## src/rtl/pwm_capture_pkg.sv

```systemverilog
// Shared state encoding and default sizing for the PWM capture block.
package pwm_capture_pkg;

  typedef enum logic [1:0] {
    IDLE    = 2'd0,
    MEASURE = 2'd1,
    STUCKST = 2'd2
  } cap_state_t;

  localparam int DEF_DW      = 4;
  localparam int DEF_CW      = 8;
  localparam int DEF_TIMEOUT = 64;

endpackage

```

## src/rtl/pwm_in_sync.sv

```systemverilog
// Brings the asynchronous PWM line into the clock domain and flags its rising edges.
module pwm_in_sync (
  input  logic i_clk,
  input  logic i_rst_n,
  input  logic i_pwm_in,
  output logic o_level,
  output logic o_rise
);

  logic r_s1;
  logic r_s2;
  logic r_s3;

  always_ff @(posedge i_clk) begin
    if (!i_rst_n) begin
      r_s1 <= 1'b0;
      r_s2 <= 1'b0;
      r_s3 <= 1'b0;
    end else begin
      r_s1 <= i_pwm_in;
      r_s2 <= r_s1;
      r_s3 <= r_s2;
    end
  end

  assign o_level = r_s2;
  assign o_rise  = r_s2 & ~r_s3;

endmodule

```

## src/rtl/pwm_capture.sv

```systemverilog
// Measures period and high time of an incoming PWM waveform between rising edges,
// and reports a stuck line once no rising edge has arrived for TIMEOUT cycles.
module pwm_capture
  import pwm_capture_pkg::*;
#(
  parameter int DW      = DEF_DW,
  parameter int CW      = DEF_CW,
  parameter int TIMEOUT = DEF_TIMEOUT
) (
  input  logic          i_clk,
  input  logic          i_rst_n,
  input  logic          i_pwm_in,
  output logic [DW-1:0] o_duty,
  output logic [CW-1:0] o_period_cnt,
  output logic          o_valid,
  output logic          o_locked,
  output logic          o_stuck
);

  localparam logic [CW-1:0] CNT_MAX    = '1;
  localparam logic [CW-1:0] CNT_ONE    = CW'(1);
  localparam logic [CW-1:0] TIMEOUT_CW = CW'(TIMEOUT);
  localparam logic [CW-1:0] DUTY_MAX   = CW'((1 << DW) - 1);

  logic          w_s2;
  logic          w_rise;
  logic [CW-1:0] w_per_next;
  logic [CW-1:0] w_hi_next;
  logic [DW-1:0] w_duty_sat;
  logic          w_timeout;

  cap_state_t    r_state;
  logic [CW-1:0] r_per_cnt;
  logic [CW-1:0] r_hi_cnt;
  logic [DW-1:0] r_duty;
  logic [CW-1:0] r_period_cnt;
  logic          r_valid;
  logic          r_locked;
  logic          r_stuck;

  pwm_in_sync u_sync (
    .i_clk    (i_clk),
    .i_rst_n  (i_rst_n),
    .i_pwm_in (i_pwm_in),
    .o_level  (w_s2),
    .o_rise   (w_rise)
  );

  // Both counters saturate so a very long period cannot wrap into a short-looking one.
  assign w_per_next = (r_per_cnt == CNT_MAX) ? r_per_cnt : r_per_cnt + CNT_ONE;
  assign w_hi_next  = (w_s2 && (r_hi_cnt != CNT_MAX)) ? r_hi_cnt + CNT_ONE : r_hi_cnt;
  assign w_duty_sat = (r_hi_cnt > DUTY_MAX) ? '1 : r_hi_cnt[DW-1:0];
  assign w_timeout  = (r_per_cnt == TIMEOUT_CW);

  always_ff @(posedge i_clk) begin
    if (!i_rst_n) begin
      r_state      <= IDLE;
      r_per_cnt    <= '0;
      r_hi_cnt     <= '0;
      r_duty       <= '0;
      r_period_cnt <= '0;
      r_valid      <= 1'b0;
      r_locked     <= 1'b0;
      r_stuck      <= 1'b0;
    end else begin
      r_valid   <= 1'b0;
      r_per_cnt <= w_per_next;
      r_hi_cnt  <= w_hi_next;
      case (r_state)
        IDLE, MEASURE: begin
          // A rise on the timeout cycle still counts as a normal edge.
          if (w_rise) begin
            r_state   <= MEASURE;
            r_per_cnt <= CNT_ONE;
            r_hi_cnt  <= CNT_ONE;
            if (r_state == MEASURE) begin
              r_duty       <= w_duty_sat;
              r_period_cnt <= r_per_cnt;
              r_valid      <= 1'b1;
              r_locked     <= 1'b1;
            end
          end else if (w_timeout) begin
            r_state      <= STUCKST;
            r_valid      <= 1'b1;
            r_stuck      <= 1'b1;
            r_locked     <= 1'b0;
            r_period_cnt <= '0;
            r_duty       <= w_s2 ? '1 : '0;
          end
        end
        STUCKST: begin
          r_per_cnt <= r_per_cnt;
          r_hi_cnt  <= r_hi_cnt;
          // The first period after recovery has no framing edge, so it is not reported.
          if (w_rise) begin
            r_state   <= MEASURE;
            r_stuck   <= 1'b0;
            r_per_cnt <= CNT_ONE;
            r_hi_cnt  <= CNT_ONE;
          end
        end
        default: r_state <= IDLE;
      endcase
    end
  end

  assign o_duty       = r_duty;
  assign o_period_cnt = r_period_cnt;
  assign o_valid      = r_valid;
  assign o_locked     = r_locked;
  assign o_stuck      = r_stuck;

endmodule
```

## config.mk

```make
export PLATFORM = sky130hd
export DESIGN_NAME = pwm_capture
export DESIGN_NICKNAME = d
export VERILOG_FILES = /design/src/rtl/pwm_capture_pkg.sv /design/src/rtl/pwm_in_sync.sv /design/src/rtl/pwm_capture.sv
export SDC_FILE = /design/constraint.sdc
export NUM_CORES = 1
export LEC_CHECK = 0
export ABC_CLOCK_PERIOD_IN_PS = 2060
export BUFFER_PORTS_ARGS = -buffer_cell sky130_fd_sc_hd__clkbuf_2
export CORE_ASPECT_RATIO = 1.2
export CORE_UTILIZATION = 40
export CTS_CLUSTER_DIAMETER = 40
export CTS_CLUSTER_SIZE = 20
export DETAILED_ROUTE_END_ITERATION = 7
export GPL_TIMING_DRIVEN = 0
export SLEW_MARGIN = 20
export SYNTH_ARGS = -nofsm -noshare
export SYNTH_HDL_FRONTEND = slang
export SYNTH_HIERARCHICAL = 1
export SYNTH_SLANG_ARGS = --single-unit
```

## constraint.sdc

```tcl
create_clock -name i_clk -period 2.06 [get_ports i_clk]
set_clock_uncertainty 0.15 [all_clocks]
set_input_delay 0.103 -clock i_clk [delete_from_list [all_inputs] [get_ports i_clk]]
set_output_delay 0.103 -clock i_clk [all_outputs]
set_load 0.02 [all_outputs]
```

# After elaboration in Yosys (flattened, before gate mapping)
# Index checks and enable logic that the tools add are counted.
# Widths: inputs -> output; s select.
dict set report op_classes {
  n_addsub 2
  magnitude_cmp 1
  n_eq_ne 10
  n_mux 29
  bitwise_logic 2
  n_reduce_logical 9
}
# op n
set op_table {}
lappend op_table {{$mux 8} 8}
lappend op_table {{$pmux 8 s2} 2}
lappend op_table {{$mux 4} 5}
lappend op_table {{$add 8x1->8 const B} 2}
lappend op_table {{$mux 1} 9}
lappend op_table {{$eq 8x7->1 const B} 1}
lappend op_table {{$eq 8x8->1 const B} 1}
lappend op_table {{$gt 8x4->1 const B} 1}
lappend op_table {{$ne 8x8->1 const B} 1}
lappend op_table {{$mux 2} 3}
lappend op_table {{$ne 2x2->1 const B} 3}
lappend op_table {{$pmux 2 s2} 1}
lappend op_table {{$reduce_and 2->1} 2}
lappend op_table {{$reduce_and 4->1} 1}
lappend op_table {{$reduce_bool 2->1} 2}
lappend op_table {{$ne 3x2->1 const B} 1}
lappend op_table {{$reduce_and 3->1} 1}
lappend op_table {{$eq 2x1->1 const B} 1}
lappend op_table {{$eq 2x2->1 const B} 1}
lappend op_table {{$logic_not 2->1} 1}
lappend op_table {{$ne 2x1->1 const B} 1}
lappend op_table {{$pmux 1 s2} 1}
lappend op_table {{$reduce_or 2->1} 1}
lappend op_table {{$and 1x1->1} 1}
lappend op_table {{2 further kinds} 2}
dict set report totals {
  ff_bits 36
  inputBits 3
}

# Logic depth before layout (Yosys ltp)
dict set report logic_depth {
  word_depth 5
  ltp_mapped 6
}

# Cells and area by module
# Netlist, hierarchy kept.
# module n_inst cells_per_inst area_each_um2
set modules_own_cells {}
lappend modules_own_cells {pwm_capture 1 196 1662.8}
lappend modules_own_cells {pwm_in_sync 1 7 92.6}

# Worst setup path before layout
# OpenSTA, ideal clock, no wires.
dict set report synth_path {
  path_kind {flip-flop to flip-flop}
  from {register u_sync.r_s2, in the netlist u_sync/o_level}
  to {register r_duty[0], in the netlist o_duty[0]}
  setup_time_ns 0.119
  arrival_ns 1.456
  setup_slack_ns 0.335
  stages_incl_launch_ff 5
  n_path_buf 0
  path_cell_list {dfxtp_1 > nor2b_4 > nand2_1 > or4_4 > o221a_2}
}
dict set report synth_via {
  elab_chain_cells 3
}
# element line
set synth_rtl {}
lappend synth_rtl {{from (decl)} pwm_in_sync.sv:11} ;# logic r_s2;
lappend synth_rtl {{from (signal assigned)} pwm_in_sync.sv:21} ;# r_s2 <= r_s1;
lappend synth_rtl {{$and 1x1->1 (*)} pwm_in_sync.sv:27} ;# assign o_rise = r_s2 & ~r_s3;
lappend synth_rtl {{via w_rise} pwm_capture.sv:26} ;# logic w_rise;
lappend synth_rtl {{$ne 2x2->1 (no source line) / $reduce_bool 2->1 (equally long branches)} --}
lappend synth_rtl {{$reduce_and 3->1 (no source line)} --}
lappend synth_rtl {{to (signal assigned)} pwm_capture.sv:77} ;# r_duty <= w_duty_sat;
lappend synth_rtl {{to (signal assigned)} pwm_capture.sv:88} ;# r_duty <= w_s2 ? '1 : '0;
lappend synth_rtl {{to (decl)} pwm_capture.sv:35} ;# logic [DW-1:0] r_duty;
# Mark *: on every way through the listed nets, which the timed path passes. The rest lies on a longest branch. The select of a mux whose other input is x is not followed.
# A chain may end at the register's enable or synchronous reset.

# Worst setup path after layout
dict set report layout_path {
  from {register u_sync.r_s2, in the netlist u_sync/o_level}
  to {register r_hi_cnt[0]}
}
# element line
set layout_rtl {}
lappend layout_rtl {{$and 1x1->1 (*)} pwm_in_sync.sv:27}
lappend layout_rtl {{via w_rise} pwm_capture.sv:26}
lappend layout_rtl {{$mux 8} pwm_capture.sv:72} ;# if (w_rise) begin
lappend layout_rtl {{$pmux 8 s2} pwm_capture.sv:69} ;# case (r_state)
lappend layout_rtl {{to (signal assigned)} pwm_capture.sv:68} ;# r_hi_cnt <= w_hi_next;
lappend layout_rtl {{to (signal assigned)} pwm_capture.sv:93} ;# r_hi_cnt <= r_hi_cnt;
lappend layout_rtl {{to (decl)} pwm_capture.sv:34} ;# logic [CW-1:0] r_hi_cnt;
# Mark *: on every way through the listed nets, which the timed path passes. The rest lies on a longest branch.

==> results.tsv <==
stage	metric	value	unit
yosys	synth_cell_types	49	
yosys	synth_edf_count	0	
grt	grt_use_total	0.183	
floorplanning	core	4230	µm²
sta	tightest_slew	0.621	ns
power	netSwitchingPower	0.316	mW
grt	grt.overflow.total	0	
layout	seq_area	721	µm²
sta	hold_viol	0	
yosys	syn-instance-count	203	
min_path	hp-class	input port to flip-flop	
power	p_sw_frac	0.235	
yosys	synthDominantCellAreaShare	0.411	
setup_path	timing.critical_path.buf_inv	0	
power	cellPowerDensity	659	nW/µm²
placement	port_buffers	17	
setup_path	crit_chain	nor2b_4, nor2b_1, nor2_1, a221oi_1, o221a_2	
sta	whs	0.0501	ns
grt	grt_pass1_vias	1448	
floorplanning	start_util	0.415	
yosys	yosys.area_share.simple	0.297	
power	p_leak	0.775	nW
sta	min_period	1.93	ns
layout	n_antenna_cell	0	
sta	period_share	0.938	
sta	setup_violations	0	
floorplanning	ios	18	
clock_network	clockRootBuffer	clkbuf_8	
power	seqPwrFrac	0.540	
yosys	syn_nets	209	
yosys	synth_area	1760	µm²
power	ir_worst_vdd	0.000447	V
placement	dpl-instance-area	1910	µm²
layout	drive_gt1_frac	0.211	
clock_network	cts.path.max_buffers	2	
drt	firstDrtPassIters	4	
yosys	yosys_warnings	6	
yosys	synth_top_family_by_area	simple AND/OR/NAND/NOR gates	
drt	viasPerCell	5.53	
floorplanning	die_w	62.5	µm
drt	wirelength	4.01	mm
layout	fin_nets	237	
drt	drc_errors	0	
drt	ant_nets	0	
yosys	yosysSeqAreaShare	0.411	
sta	final_max_slew_viol_count	0	
layout	final_area	2040	µm²
clock_network	cts_tree	yes	
yosys	synth_ff_type	dfxtp_1	
job	max-cap-violations	0	
floorplanning	die_h	74.6	µm
layout	multi_input_area	977	µm²
yosys	yosys_register_bits	36	
clock_network	clk_latency	0.28	ns
power	p_int	1.03	mW
setup_path	path_class	flip-flop to flip-flop	
placement	pre_cts_ws	-0.00242	ns
grt	grt_max_degree	11	
sta	setup_tns	0	ns
placement	placedCellCount	276	
clock_network	cts_num_sinks	36	
yosys	synth.area.mux_share	0	
sta	layout_setup_ws	0.129	ns
grt	grt_pass1_wl	6.73	mm
power	combPwrFrac	0.081	
yosys	yosys.area.top_type	dfxtp_1	
yosys	yosys.area_share.adder	0.0214	
yosys	synth-xor-area-share	0	
sta	fmax	518	MHz
layout	layout.filler_cells	435	
placement	hpwl	2.86	mm
setup_path	slowest_stage	dfxtp_1	
clock_network	clkTransAtPathRegs	0.07	ns
drt	drtIter0Drc	47	
power	clkPwrFrac	0.378	
drt	vias	1593	
grt	antenna_found_initial	0	
setup_path	cpPeakStageDelay	0.48	ns
floorplanning	die_area	4660	µm²
setup_path	cp_top_family	simple AND/OR/NAND/NOR gates	
placement	gp_congestion	0.869	
drt	detail_route.wl_per_cell	13.9	µm
setup_path	start_kind	flip-flop	
yosys	synth_area_leaders	dfxtp_1 (41%), nand2_1 (6.0%), o21ai_0 (4.3%)	
floorplanning	fp-row-count	26	
layout	area_delta_synth_final	16.2	%
setup_path	crit_path_end_kind	flip-flop	
setup_path	cp.required	2.14	ns
yosys	synth.avg_cell_area	8.65	µm²
yosys	synthTopCellsByCount	dfxtp_1 (36), nand2_1 (28), o21ai_0 (15)	
status	status	finished, final reports clean	
setup_path	arrival	2.01	ns
sta	slew_headroom	0.584	
yosys	synth_most_common_cell	dfxtp_1	
yosys	synth_compound_area_frac	0.235	
clock_network	cts_made_buffers	5	
yosys	synth-async-reset-ratio	0	
layout	final_cells	288	
sta	rsz0062_at_grt	no	
setup_path	path_max_fanout	9	
clock_network	cts-htree-levels	2	
[stage by stage]
step                 util  total power [mW]
floorplan               -             0.820
global placement    0.452             0.847
detailed placement  0.452             0.848
CTS                 0.477              1.36
global route        0.482              1.40
finish              0.482              1.34
[final timing paths]
kind                   from             end  slack (ns)  depth (start not counted)
max reg2reg  u_sync/o_level     r_hi_cnt[0]        0.13                          5
min                 i_rst_n  u_sync/o_level        0.05                          2
max          u_sync/o_level     r_hi_cnt[0]        0.13                          5
min reg2reg     u_sync/r_s1  u_sync/o_level        0.28                          1
[layout make-up]
cell class                      instances  share of cell area
Tap cell                               56              0.0344
Multi-Input combinational cell        154               0.479
Clock buffer                            8              0.0442
Timing Repair Buffer                   21              0.0577
Buffer                                  8              0.0221
Sequential cell                        36               0.353
Inverter                                5             0.00920
[power groups by stage]
stage          Sequential [mW]  Clock, mW  Combinational, mW
2_1_floorplan            0.740          0             0.0799
3_5_place_dp             0.741          0              0.107
5_1_grt                  0.728      0.551              0.124
4_1_cts                  0.725      0.530              0.109
3_3_place_gp             0.741          0              0.105
6_report                 0.726      0.508              0.109
[cells in the final DEF, fill, tap and decap left out, types with 3 or more instances in the layout]
cell      count
a211oi_1      3
a21oi_1      12
a31oi_1       9
and2_1        3
and3_1        6
buf_2         3
buf_4         4
clkbuf_1      5
clkbuf_2     17
clkbuf_8      6
dfxtp_1      36
ha_1          3
inv_1         4
nand2_1      28
nand3_1      11
nor2_1        9
nor2b_1       3
nor3_1        6
nor3_2        3
nor4_1        4
o21ai_0      15
o221a_2       5
or3_1         3
[registers in the layout, indices dropped and copies added, names as in the netlist]
register	flops
o_period_cnt	8
r_hi_cnt	8
r_per_cnt	8
o_duty	4
r_state	2
o_locked	1
o_stuck	1
o_valid	1
u_sync/o_level	1
u_sync/r_s1	1
u_sync/r_s3	1
[logic make-up (layout without fill, tap and decap cells)]
group,count (synthesis),in the layout
AND/OR/NAND/NOR,90,90
AO/OA/AOI/OAI,61,61
flip-flops,36,36
buffers and inverters,13,42
adder cells (fa/ha/maj),3,3
[layer usage]
layer | vias to the layer above | share of wire | track usage
li1 | 824 | - | -
met1 | 750 | 0.50 | 0.217
met2 | 15 | 0.47 | 0.329
met3 | 4 | 0.024 | 0.0414
met4 | 0 | 0.012 | 0.0620
met5 | - | 0 | 0
[repair_timing]
action	4_1_cts	5_1_grt
setup endpoints to repair	4	3
pin swaps	0	1
endpoints found under the hold margin	1	0
buffers inserted	0	3
hold buffers	1	0
resized for setup	1	0
No activity file was read; power rests on OpenSTA's default activity.
